## config.mk

```make
export PLATFORM = sky130hd
export DESIGN_NAME = debounced_logic_gate
export DESIGN_NICKNAME = d
export VERILOG_FILES = /design/src/rtl/debounced_logic_gate.sv
export SDC_FILE = /design/constraint.sdc
export NUM_CORES = 1
export LEC_CHECK = 0
export CAP_MARGIN = 20
export CORE_MARGIN = 2
export CORE_UTILIZATION = 25
export CTS_CLUSTER_SIZE = 24
export DETAILED_ROUTE_END_ITERATION = 7
export PLACE_DENSITY = 0.49
export SYNTH_ARGS = -nofsm -noshare
export SYNTH_HDL_FRONTEND = slang
export SYNTH_SLANG_ARGS = --single-unit
```

## constraint.sdc

```tcl
create_clock -name CLK -period 1.4 [get_ports CLK]
set_input_delay 0.21 -clock CLK [delete_from_list [all_inputs] [get_ports CLK]]
set_output_delay 0.21 -clock CLK [all_outputs]
set_load 0.005 [all_outputs]
```

## src/rtl/debounced_logic_gate.sv

```systemverilog
// Switch-to-LED logic unit: per-bit 2-flop synchroniser and debouncer feeding a
// registered AND/OR/XOR/NAND reduction. Optional L rising-edge counter: EDGE_CNT_EN.
module debounced_logic_gate #(
  parameter int N         = 2,
  parameter int DB_CYCLES = 4
) (
  input  logic         CLK,
  input  logic         RST,
  input  logic [N-1:0] SW,
  input  logic [1:0]   MODE,
  output logic         L,
  output logic         CHG,
  output logic [7:0]   CNT
);

  localparam int CW = $clog2(DB_CYCLES + 1);
  localparam logic [CW-1:0] CNT_LAST = CW'(DB_CYCLES - 1);

  logic [N-1:0]  s1_q, s2_q;
  logic [N-1:0]  db_q, db_d;
  logic [CW-1:0] cnt_q [N];
  logic [CW-1:0] cnt_d [N];
  logic          l_q, l_d;
  logic          chg_q;

  // Any sample matching the held level discards the partial count.
  always_comb begin
    db_d = db_q;
    for (int unsigned i = 0; i < N; i++) begin
      cnt_d[i] = '0;
      if (s2_q[i] != db_q[i]) begin
        if (cnt_q[i] == CNT_LAST) begin
          db_d[i] = s2_q[i];
        end else begin
          cnt_d[i] = cnt_q[i] + CW'(1);
        end
      end
    end
  end

  always_comb begin
    l_d = 1'b0;
    case (MODE)
      2'b00:   l_d = &db_q;
      2'b01:   l_d = |db_q;
      2'b10:   l_d = ^db_q;
      default: l_d = ~&db_q;
    endcase
  end

  always_ff @(posedge CLK) begin
    if (RST) begin
      s1_q  <= '0;
      s2_q  <= '0;
      db_q  <= '0;
      l_q   <= 1'b0;
      chg_q <= 1'b0;
      for (int unsigned i = 0; i < N; i++) begin
        cnt_q[i] <= '0;
      end
    end else begin
      s1_q  <= SW;
      s2_q  <= s1_q;
      db_q  <= db_d;
      l_q   <= l_d;
      chg_q <= (l_d != l_q);
      for (int unsigned i = 0; i < N; i++) begin
        cnt_q[i] <= cnt_d[i];
      end
    end
  end

  assign L   = l_q;
  assign CHG = chg_q;

`ifdef EDGE_CNT_EN
  logic [7:0] edge_cnt_q;

  always_ff @(posedge CLK) begin
    if (RST) begin
      edge_cnt_q <= '0;
    end else if (l_d && !l_q) begin
      edge_cnt_q <= edge_cnt_q + 8'd1;
    end
  end

  assign CNT = edge_cnt_q;
`else
  assign CNT = '0;
`endif

endmodule

```

After elaboration in Yosys (flattened, before gate mapping)
Memory sizes are Yosys's and may differ from the RTL's.
Cells that the tools add are included.
- register bits: 8
- bits in writable memories: 6
- bits of input ports: 6
- output and inout bits: 10
- word-level logic and storage cells: 35
- memories kept: 1
- add/sub/neg operators: 2
- eq/ne operators: 7
- multiplexer cells: 10
- bitwise gates (word level): 2
- reductions and logical operators: 7
- memories (name ; depth ; bits a word ; read ports ; clocked after memory_dff ; wr ports ; line ; text):
    cnt_q ; 2 ; 3 ; 2 ; 0 ; 2 ; 21 ; logic [CW-1:0] cnt_q [N];
- operator list (cell ; count):
    3-bit 2-to-1 mux ; 6
    3-bit by 1-bit adder with 3-bit output, second input constant ; 2
    3-bit by 2-bit equality test with 1-bit output, second input constant ; 2
    2-bit AND reduction ; 3
    1-bit 2-to-1 mux ; 3
    1-bit != test ; 3
    1-bit one-hot mux with 3 select lines ; 1
    2-bit by 1-bit equality test with 1-bit output, second input constant ; 1
    2-bit equality test, second input constant ; 1
    2-bit logical NOT ; 1
    1-bit OR ; 2
    2-bit OR reduction ; 1
    2-bit XOR reduction ; 1
    1-bit logical NOT ; 1

Depth between registers and ports, before layout
An unclocked memory read counts as a cell.
- depth in word-level cells: 5
- mapped depth: 6

Worst setup path after synthesis
OpenSTA, ideal clock, no wires.
- path type: register -> register
- start: register db_q[0]
- end: register chg_q, in the netlist CHG
- library setup time: 121 ps
- data arrival time: 1235 ps
- setup slack: 44 ps
- cell stages (with the launch flop): 5
- period minus slack after synthesis: 1356 ps
- cells stage by stage: dfxtp_1 > ha_1 > o31a_1 > o21ai_2 > mux2_4
- longest elaborated chain between the ends: 4
- ends and longest elaborated chain (element ; line ; text):
    start: declaration ; 20 ; logic [N-1:0] db_q, db_d;
    start signal: assignment ; 55 ; db_q <= '0;
    start signal: assignment ; 64 ; db_q <= db_d;
    2-bit AND reduction ; 44, 47 ;
    1-bit logical NOT ; 47 ; default: l_d = ~&db_q;
    1-bit one-hot mux with 3 select lines * ; 43 ; case (MODE)
    1-bit != test * ; 66 ; chg_q <= (l_d != l_q);
    end signal: assignment ; 66 ;
    end: declaration ; 24 ; logic chg_q;
Every way passes the cells marked *; elsewhere a longest branch is shown, timed or not.
A chain may end at the register's enable or synchronous reset.

Final worst setup path
Same ends and word-level chain as after synthesis.

==> out/metrics.cfg <==
[synth]
netlist_area_um2 = 625.6
ys_types = 16
synthCells = 64
ys_seq_area_share_pct = 44.80
synthTopCellsByArea = dfxtp_1 (45%), ha_1 (12%), buf_4 (9.6%)
synth_warnings = 0
yosysTopAreaCellShare_pct = 44.80
yosysMostFrequentCell = dfxtp_1
synthTopCellsByCount = dfxtp_1 (14), nor2_1 (11), buf_4 (8)
ys_ff_latch = 14
synth_area_per_cell_um2 = 9.775
async_flop_share_pct = 0
synth-main-ff-cell = dfxtp_1
synth_edf_count = 0
synth.largest_area_cell = dfxtp_1

[detailed_routing]
route.detailed.drc = 0
wirelength_um = 765
routedWlPerCell_um = 7.217
firstDrtPassIters = 2
ant_nets = 0
vias_per_cell = 3.764
vias = 399
drt_iter0_drc = 3

[critical_path]
cpLargestDelayFamily = compound AO/OA/AOI/OAI gates
slowest_delay_ns = 0.34
crit_cells = 4
worstSetupEndpointType = flip-flop
ff2ff_path_depth = 4
critPathLaunch = db_q[0]$_SDFFE_PP0P_
crit_buf_inv = 0
cp-start-kind = flip-flop
critical_path_required_ns = 1.57
slowest_stage = dfxtp_2
crit_type = flip-flop to flip-flop
cp_cell_sequence = ha_2, o31a_1, o21ai_2, mux2_4
critPathArrivalTime_ns = 1.51
r2r-start = db_q[0]$_SDFFE_PP0P_
cp_max_fo = 4

[placement]
gp_congestion = 0.6274
placed_cells = 103
dp_hpwl_um = 610.1
io_buffer_count = 7

[pwr]
ir_drop_v = 0.0004639
power_density_nw_per_um2 = 908.7
finalPower_uw = 686.7
p_leak_uw = 0.0003118

[grt]
grtUsageTotal_pct = 7.781
grt_use_met1_pct = 8.571
grt_max_degree = 8
grt_pass1_wl_mm = 1.476
antenna_found_initial = 0
grt-ovfl-total = 0
grt_pass1_vias = 358
grt_util_met2_pct = 10.98
busiest_layer = met2
met3_usage_pct = 2.500

[clock_network]
post_cts_resized = 0
cts_tree = done
root_buffer = clkbuf_4
holdBufCountCts = 0
cts_setup_buffers = 0
clockBufferDepth = 2
htree_num_levels = 1
path_clk_slew_ns = 0.08
clock_latency_ns = 0.28
numCtsBuffers = 3
clock_sinks = 14

[floorplan]
die_h_um = 54.03
dieArea_um2 = 2919
start_util_pct = 25.72
rows = 18
die_w_um = 54.03
coreArea_um2 = 2432
pin_count = 16

[final_layout]
diodes = 0
multi_input_area_um2 = 289.0
area.growth.synth_to_final_pct = 20.80
drive_gt1_share_pct = 22.37
nets = 90
final_cells = 106
fillers = 271
seqCellArea_um2 = 284.0

[timing]
finalCriticalPeriod_ns = 1.340
finalCritPeriodShare_pct = 95.72
max_freq_mhz = 746.2
fin_setup_tns_ns = 0
setup_viol = 0
fin_skew_ns = 0.002199
rsz0062_at_grt = no
hold_violations = 0
finalMaxSlewViolations = 0

[flow_run]
cap_violations = 0

[worst_hold_path]
min_path_cells = 1
hold_start = cnt_q[0][3]$_SDFF_PP0_
hp-class = flip-flop to flip-flop

[status]
outcome = finished, final reports clean

cell families (layout without fill, tap and decap cells):
| family | count (synthesis) | count (layout) | synth area share [%] |
|---|---|---|---|
| other | 1 | 8 | 0.5994 |
| multiplexers | 3 | 3 | 5.599 |
| AO/OA/AOI/OAI | 4 | 4 | 5.599 |
| buffers and inverters | 15 | 20 | 14.00 |
| AND/OR/NAND/NOR | 19 | 19 | 14.60 |
| flip-flops | 14 | 14 | 44.80 |
| adder cells (fa/ha/maj) | 6 | 6 | 12.00 |
| XOR/XNOR | 2 | 2 | 2.801 |
per-layer routing:
layer / routed length, um / vias up
met5: 0 / -
met4: 42 / 0
met3: 34 / 4
met2: 341 / 11
met1: 348 / 175
li1: - / 209
placed cells by master (no fill, tap or decap), drive strengths merged:
cell,count
a21oi,1
xnor2,2
clkdlybuf4s50,7
buf,4
o31a,1
o21ai,1
or3,2
nor2,11
mux2,1
mux2i,2
o211ai,1
clkbuf,3
nor2b,6
dfxtp,14
ha,6
inv,6
conb,8
flip-flops by register name, summed over array words and instances (netlist names):
register,count
L,1
s1_q,2
s2_q,2
db_q,2
CHG,1
cnt_q,6
worst register-to-register path, delay by kind of cell (launching register included):
kind,cells,cell delay (ns)
multiplexers,1,0.31
flip-flops,1,0.34
adder cells (fa/ha/maj),1,0.20
AO/OA/AOI/OAI,2,0.38
path summary, 6_finish.rpt:
kind                                          endpoint  slack [ns]
worst max-delay path                    CHG$_SDFF_PP0_        0.06
worst min-delay path            cnt_q[0][3]$_SDFF_PP0_        0.42
worst max register to register          CHG$_SDFF_PP0_        0.06
worst min register to register  cnt_q[0][3]$_SDFF_PP0_        0.42
area by class of cell:
cell class	count	area share [%]
flip-flops and latches	14	37.58
multi-input cells	42	38.24
repair buffers	11	13.25
clock buffers	3	2.980
inverters	6	2.980
well taps	30	4.967
through the flow:
step / utilization, % / setup WS [ns] / area, um^2 / hold WS, ns
CTS: 30.71 / 0.007086 / 747.0 / 0.4257
global route: 31.07 / 0.007312 / 755.7 / 0.4563
floorplan: - / 0.04362 / 651.9 / 0.3382
global placement: 29.78 / -0.09546 / 724.4 / 0.4080
finish: 31.07 / 0.05996 / 755.7 / 0.4241
detailed placement: 29.78 / -0.1113 / 724.4 / 0.4137
where the power goes:
| part | internal (uW) | total, uW | switching [uW] | leakage (uW) |
|---|---|---|---|---|
| sequential | 408 | 412 | 4.14 | 0.000116 |
| clock | 99.7 | 220 | 120 | 0.0000138 |
| combinational | 32.8 | 54.4 | 21.6 | 0.000182 |
| total | 541 | 687 | 146 | 0.000312 |
Power figures use the tool's default switching activity.
==> RTL edit (same flow settings) <==
Add a define of `EDGE_CNT_EN`.
--- a/src/rtl/debounced_logic_gate.sv
+++ b/src/rtl/debounced_logic_gate.sv
@@ -2,2 +2,4 @@
 // registered AND/OR/XOR/NAND reduction. Optional L rising-edge counter: EDGE_CNT_EN.
+`define EDGE_CNT_EN
+
 module debounced_logic_gate #(
Function: changed (Yosys sat finds a counterexample within 4 cycles, from zero or initial values and one cycle with RST high).
==> RTL edit against the unedited design <==
Maximum frequency decreased by 25%. Setup slack got worse by 440 ps. Highest routed layer unchanged. Utilization increased by 10 points. Total power increased by 57%. Cell area increased by 85%. Die area increased by 39%. Global-route usage increased by 1.6 points. Non-clock buffer count increased by 24. Sequential cell count increased by 8. Clock skew increased by 6.2 ps. Critical path type unchanged. Via count increased by 83%. The flow now finishes with violations (negative setup slack). Routed wire length increased by 130%. Synthesized area increased by 43%.
==> RTL edit: results (changes against the unedited design) <==
Outcome
  • Status: finished, violations left (was completed)
  • Failing checks: negative setup slack

Synth
  • Post-synth cell types: 19 (was 16)
  • Synth top cells by count: 22 x dfxtp_1, 14 x nor2_1, 8 x ha_1 (was 14 x dfxtp_1, 11 x nor2_1, 8 x buf_4)
  • Register area share after synthesis: 49.3% (was 44.8%)
  • Synth area leaders: dfxtp_1 49%, ha_1 11%, nor2_1 5.9% (was dfxtp_1 45%, ha_1 12%, buf_4 9.6%)

STA
  • Worst setup margin: -381 ps (was 60.0 ps)
  • Highest clock rate: 562 MHz (was 746 MHz)
  • Post-route setup TNS: -2100 ps (was 0 ps)
  • # setup viols final: 8 (was 0)

Pwr
  • Internal: 0.000848 W (was 0.000541 W)
  • Max IR drop VDD: 0.273 mV (was 0.464 mV)
  • LEAKAGE: 0.691 nW (was 0.312 nW)

Detailed routing
  • Iter 0 DRT Violations: 15 (was 3)
  • DRT Pass-1 Iters: 4 (was 2)
  • Vias per inst: 4.17 (was 3.76)
  • WL per Instance: 10.2 um (was 7.22 um)

Global route
  • Vias in the first global route: 679 (was 358)
  • Global-route wire length before repair: 2.92 mm (was 1.48 mm)
  • GRT Overall Usage: 9.34% (was 7.78%)
  • Largest net degree at the start of global routing: 13 (was 8)

Critical path
  • Slowest cell on crit path: or3_4 (was dfxtp_2)
  • Reg2Reg Depth: 9 (was 4)
  • Arr. time, crit path: 2020 ps (was 1510 ps)
  • Max incr delay on CP: 390 ps (was 340 ps)
  • Crit-path leading delay family: simple AND/OR/NAND/NOR gates (was compound AO/OA/AOI/OAI gates)

Clock tree
  • Skew-Pair Late Insertion Delay: 300 ps (was 280 ps)
  • Clock-pin slew on the worst setup and hold paths: 120 ps (was 80 ps)

Placed design
  • Dpl hpwl: 1.21 mm (was 610 um)
  • Placer Congestion: 0.669 (was 0.627)
  • PortBufs: 15 (was 7)

Cells and area
  • Max reg flops: 8 (was 6)
  • ANT cells: 0 (unchanged)
  • Share of cells above drive strength 1: 39.5% (was 22.4%)
  • Nets: 144 (was 90)
-- RTL edit: power groups by stage --
stage	registers [W]	clock network (W)	logic [W]
finish	0.000639	0.000340	0.0000956
global route	0.000642	0.000408	0.000107
CTS	0.000644	0.000364	0.0000951
detailed placement	0.000661	0	0.0000852
global placement	0.000660	0	0.0000836
floorplan	0.000664	0	0.0000375
-- RTL edit: layer usage --
metal	wire (um)	part of all wire, %	GRT usage (%)	vias up
li1	-	-	-	377
met1	758	43	10.5	335
met2	899	51	15.4	13
met3	64	3.6	2.82	4
met4	57	3.2	5.71	0
met5	0	0	0	-
-- RTL edit: path summary, 6_finish.rpt --
kind	startpoint	endpoint	slack, ps
hold reg to reg	cnt_q[0][0]	cnt_q[0][0]	430
hold / removal	cnt_q[0][0]	cnt_q[0][0]	430
setup reg to reg	db_q[0]	CNT[6]	-380
setup / recovery	db_q[0]	CNT[6]	-380
-- RTL edit: area by class of cell --
class,count,area (um^2)
inverter,7,26.3
clock buffer,4,36.3
tap,46,57.6
sequential,22,465
fill,346,1990
multi-input combinational,61,489
timing repair buffer,35,322
-- RTL edit: timing repair --
| item | in CTS | in global routing |
|---|---|---|
| endpoints found under the setup margin | 16 | 16 |
| buffers inserted | 4 | 7 |
| resized for setup | 14 | 22 |
| pin swaps | 4 | 4 |
-- RTL edit: kinds of logic (layout without fill, tap and decap cells) --
logic type      Yosys count  count (layout)  share of synthesized area, %
simple gates             33              33                          18.8
compound gates           11              11                          6.44
xor+xnor                  6               6                          5.88
buf+inv                  10              46                          5.04
flops                    22              22                          49.3
mux                       3               3                          3.36
fa+ha+maj                 8               8                          11.2
-- RTL edit: through the flow --
step                      power (W)  worst slack, ps  area (um^2)  instances
after global placement     0.000744             -499         1180        160
after detailed placement   0.000746             -518         1180        160
final                       0.00108             -381         1400        175
after CTS                   0.00110             -341         1280        168
after global routing        0.00116             -470         1400        175
after floorplan            0.000701             -356          920         93
